**config.mk**
```make
export PLATFORM = sky130hd
export DESIGN_NAME = mc_control_unit_flat
export DESIGN_NICKNAME = d
export VERILOG_FILES = /design/src/rtl/mc_ctrl_pkg.sv /design/src/rtl/mc_control_unit_if.sv /design/src/rtl/mc_decode.sv /design/src/rtl/mc_control_unit.sv /design/src/flat_wrapper.sv
export SDC_FILE = /design/constraint.sdc
export NUM_CORES = 1
export LEC_CHECK = 0
export CAP_MARGIN = 30
export CORE_MARGIN = 2
export CORE_UTILIZATION = 37
export DETAILED_ROUTE_END_ITERATION = 7
export PLACE_DENSITY = 0.8
export SYNTH_ARGS = -nofsm -noshare
export SYNTH_HDL_FRONTEND = slang
export SYNTH_SLANG_ARGS = --single-unit
```
**constraint.sdc**
```tcl
create_clock -name clk -period 2 [get_ports clk]
set_clock_uncertainty 0.2 [all_clocks]
set_input_delay 0.4 -clock clk [delete_from_list [all_inputs] [get_ports clk]]
set_output_delay 0.4 -clock clk [all_outputs]
set_load 0.05 [all_outputs]
```
**src/rtl/mc_ctrl_pkg.sv**
```systemverilog
// Shared types and encodings for the RV64I multicycle controller.
// State values are fixed so the state_o debug port is stable across revisions.
package mc_ctrl_pkg;

  typedef enum logic [4:0] {
    RESET   = 5'd0,
    FETCH   = 5'd1,
    DECODE  = 5'd2,
    EXEC_I  = 5'd3,
    EXEC_R  = 5'd4,
    WB_ALU  = 5'd5,
    ADDR_LD = 5'd6,
    ADDR_SD = 5'd7,
    MEM_RD  = 5'd8,
    MEM_WR  = 5'd9,
    MEM_WB  = 5'd10,
    BRANCH  = 5'd11,
    LUI     = 5'd12,
    JAL     = 5'd13,
    ERROR   = 5'd31
  } state_t;

  localparam logic [2:0] ALU_LOAD = 3'd0;
  localparam logic [2:0] ALU_ADD  = 3'd1;
  localparam logic [2:0] ALU_SUB  = 3'd2;
  localparam logic [2:0] ALU_AND  = 3'd3;
  localparam logic [2:0] ALU_XOR  = 3'd4;

  localparam logic [2:0] IMM_I  = 3'd0;
  localparam logic [2:0] IMM_S  = 3'd1;
  localparam logic [2:0] IMM_SB = 3'd2;
  localparam logic [2:0] IMM_U  = 3'd3;
  localparam logic [2:0] IMM_UJ = 3'd4;

  localparam logic [6:0] OP_IMM    = 7'b0010011;
  localparam logic [6:0] OP_REG    = 7'b0110011;
  localparam logic [6:0] OP_LOAD   = 7'b0000011;
  localparam logic [6:0] OP_STORE  = 7'b0100011;
  localparam logic [6:0] OP_BRANCH = 7'b1100011;
  localparam logic [6:0] OP_LUI    = 7'b0110111;
  localparam logic [6:0] OP_JAL    = 7'b1101111;

  localparam logic [2:0] F3_ADD = 3'b000;
  localparam logic [2:0] F3_DW  = 3'b011;
  localparam logic [2:0] F3_BEQ = 3'b000;
  localparam logic [2:0] F3_BNE = 3'b001;

  localparam logic [6:0] F7_BASE = 7'b0000000;
  localparam logic [6:0] F7_ALT  = 7'b0100000;

  function automatic logic isMemState(state_t s);
    return (s == MEM_RD) || (s == MEM_WR);
  endfunction

endpackage

```
**src/rtl/mc_control_unit_if.sv**
```systemverilog
// Data-memory request/ready handshake between the controller and the memory.
interface mc_control_unit_if;
  logic dmem_read;
  logic dmem_write;
  logic dmem_ready;

  modport master (output dmem_read, output dmem_write, input dmem_ready);
  modport slave  (input dmem_read, input dmem_write, output dmem_ready);
endinterface

```
**src/rtl/mc_decode.sv**
```systemverilog
// Maps the IR opcode/funct fields to the state that follows DECODE.
module mc_decode
  import mc_ctrl_pkg::*;
(
  input  logic [6:0] opcode,
  input  logic [2:0] funct3,
  input  logic [6:0] funct7,
  output state_t     nextState
);

  // instruction class decode; anything unsupported is trapped
  always_comb begin
    nextState = ERROR;
    case (opcode)
      OP_IMM: begin
        if (funct3 == F3_ADD) nextState = EXEC_I;
        else                  nextState = ERROR;
      end
      OP_REG: begin
        if ((funct3 == F3_ADD) && ((funct7 == F7_BASE) || (funct7 == F7_ALT))) nextState = EXEC_R;
        else                                                                   nextState = ERROR;
      end
      OP_LOAD: begin
        if (funct3 == F3_DW) nextState = ADDR_LD;
        else                 nextState = ERROR;
      end
      OP_STORE: begin
        if (funct3 == F3_DW) nextState = ADDR_SD;
        else                 nextState = ERROR;
      end
      OP_BRANCH: begin
        if ((funct3 == F3_BEQ) || (funct3 == F3_BNE)) nextState = BRANCH;
        else                                           nextState = ERROR;
      end
      OP_LUI:  nextState = LUI;
      OP_JAL:  nextState = JAL;
      default: nextState = ERROR;
    endcase
  end

endmodule

```
**src/rtl/mc_control_unit.sv**
```systemverilog
// Multicycle control FSM for the RV64I datapath: Moore decode of the state,
// with a bounded wait on data-memory ready and a sticky error state.
module mc_control_unit
  import mc_ctrl_pkg::*;
#(
  parameter int TIMEOUT = 16,
  parameter int TO_W    = $clog2(TIMEOUT + 1)
) (
  input  logic               clk,
  input  logic               reset,
  input  logic [31:0]        instr,
  input  logic               alu_zero,
  mc_control_unit_if.master  dmem,
  output logic               pc_write,
  output logic               pc_write_cond,
  output logic [1:0]         pc_source,
  output logic               ir_write,
  output logic               imem_read,
  output logic               a_write,
  output logic               b_write,
  output logic               alu_src_a,
  output logic [1:0]         alu_src_b,
  output logic [2:0]         alu_op,
  output logic               alu_out_write,
  output logic [2:0]         imm_sel,
  output logic               mdr_write,
  output logic               reg_write,
  output logic [1:0]         wb_sel,
  output logic               branch_ne,
  output logic               error,
  output logic [4:0]         state_o
);

  localparam logic [TO_W-1:0] TIMEOUT_C = TO_W'(TIMEOUT);

  state_t          state_r;
  state_t          nextState_s;
  state_t          decodeNext_s;
  logic [TO_W-1:0] waitCnt_r;
  logic            inMem_s;
  logic            timedOut_s;
  logic            unusedBits_s;

  // alu_zero is combined with branch_ne inside the datapath, not here
  assign unusedBits_s = ^{instr[24:15], instr[11:7], alu_zero};

  assign inMem_s    = isMemState(state_r);
  assign timedOut_s = (waitCnt_r == TIMEOUT_C);
  assign state_o    = state_r;

  mc_decode u_decode (
    .opcode    (instr[6:0]),
    .funct3    (instr[14:12]),
    .funct7    (instr[31:25]),
    .nextState (decodeNext_s)
  );

  // state register and memory wait counter
  always_ff @(posedge clk) begin
    if (reset) begin
      state_r   <= RESET;
      waitCnt_r <= '0;
    end else begin
      state_r <= nextState_s;
      if (inMem_s && !dmem.dmem_ready && !timedOut_s) waitCnt_r <= waitCnt_r + TO_W'(1'b1);
      else                                            waitCnt_r <= '0;
    end
  end

  // next-state logic; ready takes priority over the timeout
  always_comb begin
    nextState_s = state_r;
    case (state_r)
      RESET:           nextState_s = FETCH;
      FETCH:           nextState_s = DECODE;
      DECODE:          nextState_s = decodeNext_s;
      EXEC_I, EXEC_R:  nextState_s = WB_ALU;
      ADDR_LD:         nextState_s = MEM_RD;
      ADDR_SD:         nextState_s = MEM_WR;
      MEM_RD: begin
        if (dmem.dmem_ready) nextState_s = MEM_WB;
        else if (timedOut_s) nextState_s = ERROR;
        else                 nextState_s = MEM_RD;
      end
      MEM_WR: begin
        if (dmem.dmem_ready) nextState_s = FETCH;
        else if (timedOut_s) nextState_s = ERROR;
        else                 nextState_s = MEM_WR;
      end
      WB_ALU, MEM_WB, BRANCH, LUI, JAL: nextState_s = FETCH;
      ERROR:           nextState_s = ERROR;
      default:         nextState_s = ERROR;
    endcase
  end

  // Moore output decode
  always_comb begin
    pc_write        = 1'b0;
    pc_write_cond   = 1'b0;
    pc_source       = 2'd0;
    ir_write        = 1'b0;
    imem_read       = 1'b0;
    a_write         = 1'b0;
    b_write         = 1'b0;
    alu_src_a       = 1'b0;
    alu_src_b       = 2'd0;
    alu_op          = ALU_LOAD;
    alu_out_write   = 1'b0;
    imm_sel         = IMM_I;
    dmem.dmem_read  = 1'b0;
    dmem.dmem_write = 1'b0;
    mdr_write       = 1'b0;
    reg_write       = 1'b0;
    wb_sel          = 2'd0;
    branch_ne       = 1'b0;
    error           = 1'b0;
    case (state_r)
      FETCH: begin
        imem_read = 1'b1; ir_write = 1'b1; pc_write = 1'b1;
        alu_src_b = 2'd1; alu_op = ALU_ADD;
      end
      DECODE: begin
        a_write = 1'b1; b_write = 1'b1; alu_out_write = 1'b1;
        alu_src_b = 2'd3; imm_sel = IMM_SB; alu_op = ALU_ADD;
      end
      EXEC_I: begin
        alu_src_a = 1'b1; alu_src_b = 2'd2; imm_sel = IMM_I;
        alu_op = ALU_ADD; alu_out_write = 1'b1;
      end
      EXEC_R: begin
        alu_src_a = 1'b1; alu_out_write = 1'b1;
        if (instr[30]) alu_op = ALU_SUB;
        else           alu_op = ALU_ADD;
      end
      WB_ALU: reg_write = 1'b1;
      ADDR_LD, ADDR_SD: begin
        alu_src_a = 1'b1; alu_src_b = 2'd2; alu_out_write = 1'b1;
        if (state_r == ADDR_SD) imm_sel = IMM_S;
        else                    imm_sel = IMM_I;
      end
      MEM_RD: begin
        dmem.dmem_read = 1'b1;
        mdr_write      = dmem.dmem_ready;
      end
      MEM_WR: dmem.dmem_write = 1'b1;
      MEM_WB: begin
        reg_write = 1'b1; wb_sel = 2'd1;
      end
      BRANCH: begin
        alu_src_a = 1'b1; alu_op = ALU_SUB; pc_write_cond = 1'b1;
        pc_source = 2'd1; branch_ne = instr[12];
      end
      LUI: begin
        imm_sel = IMM_U; reg_write = 1'b1; wb_sel = 2'd3;
      end
      // datapath feeds imm-4 here because the PC is already incremented
      JAL: begin
        reg_write = 1'b1; wb_sel = 2'd2; alu_src_b = 2'd2; imm_sel = IMM_UJ;
        alu_op = ALU_ADD; pc_write = 1'b1;
      end
      ERROR:   error = 1'b1;
      default: error = 1'b0;
    endcase
  end

endmodule

```
**src/flat_wrapper.sv**
```systemverilog
// flat-port wrapper written by rule: the top's interface ports become plain ports
module mc_control_unit_flat import mc_ctrl_pkg::*;
#(
  parameter int TIMEOUT = 16,
  parameter int TO_W    = $clog2(TIMEOUT + 1)
)
  (clk, reset, instr, alu_zero, pc_write, pc_write_cond, pc_source, ir_write, imem_read, a_write, b_write, alu_src_a, alu_src_b, alu_op, alu_out_write, imm_sel, mdr_write, reg_write, wb_sel, branch_ne, error, state_o, dmem_dmem_read, dmem_dmem_write, dmem_dmem_ready);
  mc_control_unit_if dmem_i ();
  input  logic clk;
  input  logic reset;
  input  logic [31:0] instr;
  input  logic alu_zero;
  output logic pc_write;
  output logic pc_write_cond;
  output logic [1:0] pc_source;
  output logic ir_write;
  output logic imem_read;
  output logic a_write;
  output logic b_write;
  output logic alu_src_a;
  output logic [1:0] alu_src_b;
  output logic [2:0] alu_op;
  output logic alu_out_write;
  output logic [2:0] imm_sel;
  output logic mdr_write;
  output logic reg_write;
  output logic [1:0] wb_sel;
  output logic branch_ne;
  output logic error;
  output logic [4:0] state_o;
  output wire logic [$bits(dmem_i.dmem_read)-1:0] dmem_dmem_read;
  output wire logic [$bits(dmem_i.dmem_write)-1:0] dmem_dmem_write;
  input wire logic [$bits(dmem_i.dmem_ready)-1:0] dmem_dmem_ready;
  assign dmem_dmem_read = dmem_i.dmem_read;
  assign dmem_dmem_write = dmem_i.dmem_write;
  assign dmem_i.dmem_ready = dmem_dmem_ready;
  mc_control_unit #(.TIMEOUT(TIMEOUT), .TO_W(TO_W)) u_core (.clk(clk), .reset(reset), .instr(instr), .alu_zero(alu_zero), .dmem(dmem_i), .pc_write(pc_write), .pc_write_cond(pc_write_cond), .pc_source(pc_source), .ir_write(ir_write), .imem_read(imem_read), .a_write(a_write), .b_write(b_write), .alu_src_a(alu_src_a), .alu_src_b(alu_src_b), .alu_op(alu_op), .alu_out_write(alu_out_write), .imm_sel(imm_sel), .mdr_write(mdr_write), .reg_write(reg_write), .wb_sel(wb_sel), .branch_ne(branch_ne), .error(error), .state_o(state_o));
endmodule
```
==> results.cfg <==
[synth]
synth_ff_type = dfxtp_1
synth_edf_count = 0
synth_seq_cells = 10
async_flop_share_pct = 0
yosys_warnings = 0
ys_types = 45
synth_seq_area_share_pct = 18.0
synthCells = 163
synthesis.area_sq_um = 1110
avgSynthCellArea_sq_um = 6.83

[place]
hpwl_mm = 3.11
portBuffers = 48
gp_congestion = 0.923
placed_cells = 247

[sta]
holdWs_ns = 0.317
period_minus_slack_ns = 2.07
setup_violations = 16
max_freq_mhz = 482
rsz0062_at_grt = yes
drv_slew = 0
fin_crit_sh_pct = 104
hold_viol_final = 0
worst_slack_ns = -0.0744

[global_routing]
grt.overflow.total = 0
use_met1_pct = 29.5
use_met2_pct = 49.8
grt_pass1_vias = 1560
grt_pass1_wl_mm = 7.14
busiest_layer = met2
grt_max_degree = 14
use_met3_pct = 4.62
antenna_found_initial = 0
track_usage_pct = 26.5

[clocking]
cts_hold_buffers = 0
cts_buffers = 3
cts_tree = built
clk_pin_slew_ns = 0.07
cts_buffer_depth = 2
cts.htree.levels = 1
clk_latency_ns = 0.28
cts_sinks = 10
cts-root-buf = clkbuf_4

[critical_path]
path_delay_family = simple AND/OR/NAND/NOR gates
startpoint = u_core.state_o[3]$_SDFF_PP0_
reg2regPathDepth = 7
slowest_stage = dfxtp_4
reg2reg_setup_slack_ns = 0.03
worst_ep_required_time_ns = 1.40
max_stage_delay_ns = 0.43
cp-end-kind = output pin
crit_path_start_kind = flop
timing.rr.start = u_core.waitCnt_r[0]$_SDFF_PP0_
r2r_end = u_core.state_o[0]$_SDFF_PP0_
worstPathArrival_ns = 1.47
critical_path_class = flop to output pin
worstPathCellList = buf_8 -> nand2b_4 -> nor2_2 -> and3_1 -> buf_12
worstSetupEndpoint = mdr_write
worst-path-stages = 5
cp_max_fo = 13
cp_num_buf_inv = 2

[die]
die_area_sq_um = 3460
die_h_um = 58.9
rows = 19
fp.coreArea_sq_um = 2810
die_x_um = 58.9
ios = 67
initial_utilization_pct = 39.7

[final_layout]
nets = 275
fillCellCount = 155
fin_cells = 267
drive_gt1_share_pct = 51.3
area_growth_pct = 114
antenna_cells = 0

[detailed_routing]
wl_mm = 5.16
avgRoutedWirePerCell_um = 19.3
viasPerCell = 6.00
drc = 2
vias = 1602
drtIter0Drc = 125
ant_nets = 0
dr.pass1.iters = 6

[flow_run]
timing.max_cap.violations = 0

[worst_hold_path]
hp-class = flop to flop
min_from = u_core.waitCnt_r[0]$_SDFF_PP0_
hold_depth = 1

[status]
violations = design-rule violations, negative setup slack
outcome = finished, violations left

[pwr]
peakVddDrop_mv = 0.955
powerDensity_nw_per_um2 = 1510
p_leak_uw = 0.000904
-- where the power goes --
| part | switching, uW | internal (uW) |
|---|---|---|
| registers | 134 | 267 |
| logic | 1680 | 1360 |
| clock network | 78.3 | 72.4 |
-- layer usage --
layer,vias to the layer above,wire (um)
met1,737,1850
met3,27,357
met5,-,0
li1,736,-
met2,102,2740
met4,0,215
-- cell families (layout without fill, tap and decap cells) --
family | count (synthesis) | count (layout) | synth area share (%)
adder cells (fa/ha/maj) | 2 | 2 | 2.25
AO/OA/AOI/OAI | 41 | 41 | 23.5
flip-flops | 10 | 10 | 18.0
other | 1 | 2 | 0.337
XOR/XNOR | 5 | 5 | 3.93
AND/OR/NAND/NOR | 82 | 82 | 39.9
buffers and inverters | 22 | 94 | 12.1
-- how the worst min path moves through the flow --
stage                                                end  slack, ns
after floorplan           u_core.waitCnt_r[0]$_SDFF_PP0_       0.23
after global placement    u_core.waitCnt_r[0]$_SDFF_PP0_       0.24
after detailed placement  u_core.waitCnt_r[0]$_SDFF_PP0_       0.26
after CTS                 u_core.waitCnt_r[0]$_SDFF_PP0_       0.28
after global routing      u_core.waitCnt_r[0]$_SDFF_PP0_       0.32
final                     u_core.waitCnt_r[0]$_SDFF_PP0_       0.32
-- synth_stat cells (2+ instances only) --
cell | count | share of area [%]
nor4_1 | 2 | 1.1
o31ai_1 | 2 | 1.3
inv_1 | 6 | 2.0
dfxtp_1 | 10 | 18
clkbuf_8 | 3 | 3.7
a21oi_1 | 14 | 6.3
and3_1 | 2 | 1.1
o22ai_1 | 2 | 1.1
nor3_1 | 12 | 5.4
buf_4 | 6 | 4.0
nor3b_1 | 2 | 1.3
nor2b_1 | 4 | 2.2
xnor2_1 | 2 | 1.6
nand2b_1 | 6 | 3.4
nand2_1 | 8 | 2.7
o21ai_0 | 7 | 3.1
clkbuf_1 | 6 | 2.0
nand3_1 | 7 | 3.1
nor2_1 | 24 | 8.1
or2_2 | 3 | 1.7
a211oi_1 | 3 | 2.0
xor2_1 | 3 | 2.4
a31oi_1 | 5 | 2.8
and2_1 | 2 | 1.1
ha_1 | 2 | 2.2
-- area by class of cell --
cell class / count / area (sq um) / share of cell area, %
Timing Repair Buffer: 84 / 1020 / 42.7
Tap cell: 31 / 38.8 / 1.63
Clock inverter: 1 / 3.75 / 0.158
Inverter: 6 / 22.5 / 0.946
Multi-Input combinational cell: 132 / 1060 / 44.5
Clock buffer: 3 / 22.5 / 0.946
Sequential cell: 10 / 219 / 9.20
-- timing repair --
| item | in CTS | in global routing |
|---|---|---|
| setup buffers | 8 | 8 |
| pin swaps | 13 | 8 |
| gates resized for setup | 20 | 33 |
| gates cloned | 0 | 0 |
| setup endpoints to repair | 23 | 26 |
-- flip-flops by register name (all words and copies together) (netlist names) --
name	flops
u_core.state_o	5
u_core.waitCnt_r	5
-- worst register-to-register path, delay by kind of cell, from the launching register on --
kind,cells,cell delay [ns]
adder cells (fa/ha/maj),1,0.18
buffers and inverters,1,0.07
flip-flops,1,0.40
AND/OR/NAND/NOR,3,0.75
AO/OA/AOI/OAI,2,0.25
-- placed cells by master, fill, tap and decap left out, drive strengths merged, types with 2 or more instances in the layout --
cell type,instances
o31ai,3
nand3,7
nand2,8
buf,64
clkdlybuf4s50,14
nand2b,6
and3,3
xor2,3
or3,2
nor2,24
nor3,12
xnor2,2
clkbuf,4
dlygate4sd2,5
a211oi,3
ha,2
or2,3
o22ai,2
conb,2
nor2b,4
a31oi,5
o21ai,9
dfxtp,10
nor3b,2
and2,2
inv,6
a21oi,14
nor4,2
-- through the flow --
stage	TNS (ns)	cell area (sq um)	util [%]	power, uW	setup WS (ns)
2_1_floorplan	-0.515	1370	-	1990	-0.127
3_3_place_gp	-1.31	2080	74.0	2830	-0.298
3_5_place_dp	-1.58	2080	74.0	2880	-0.339
4_1_cts	-0.0812	2200	78.5	3190	-0.0278
5_1_grt	-1.61	2380	84.9	3720	-0.139
6_report	-0.414	2380	84.9	3590	-0.0744
(Power assumes the default switching activity.)
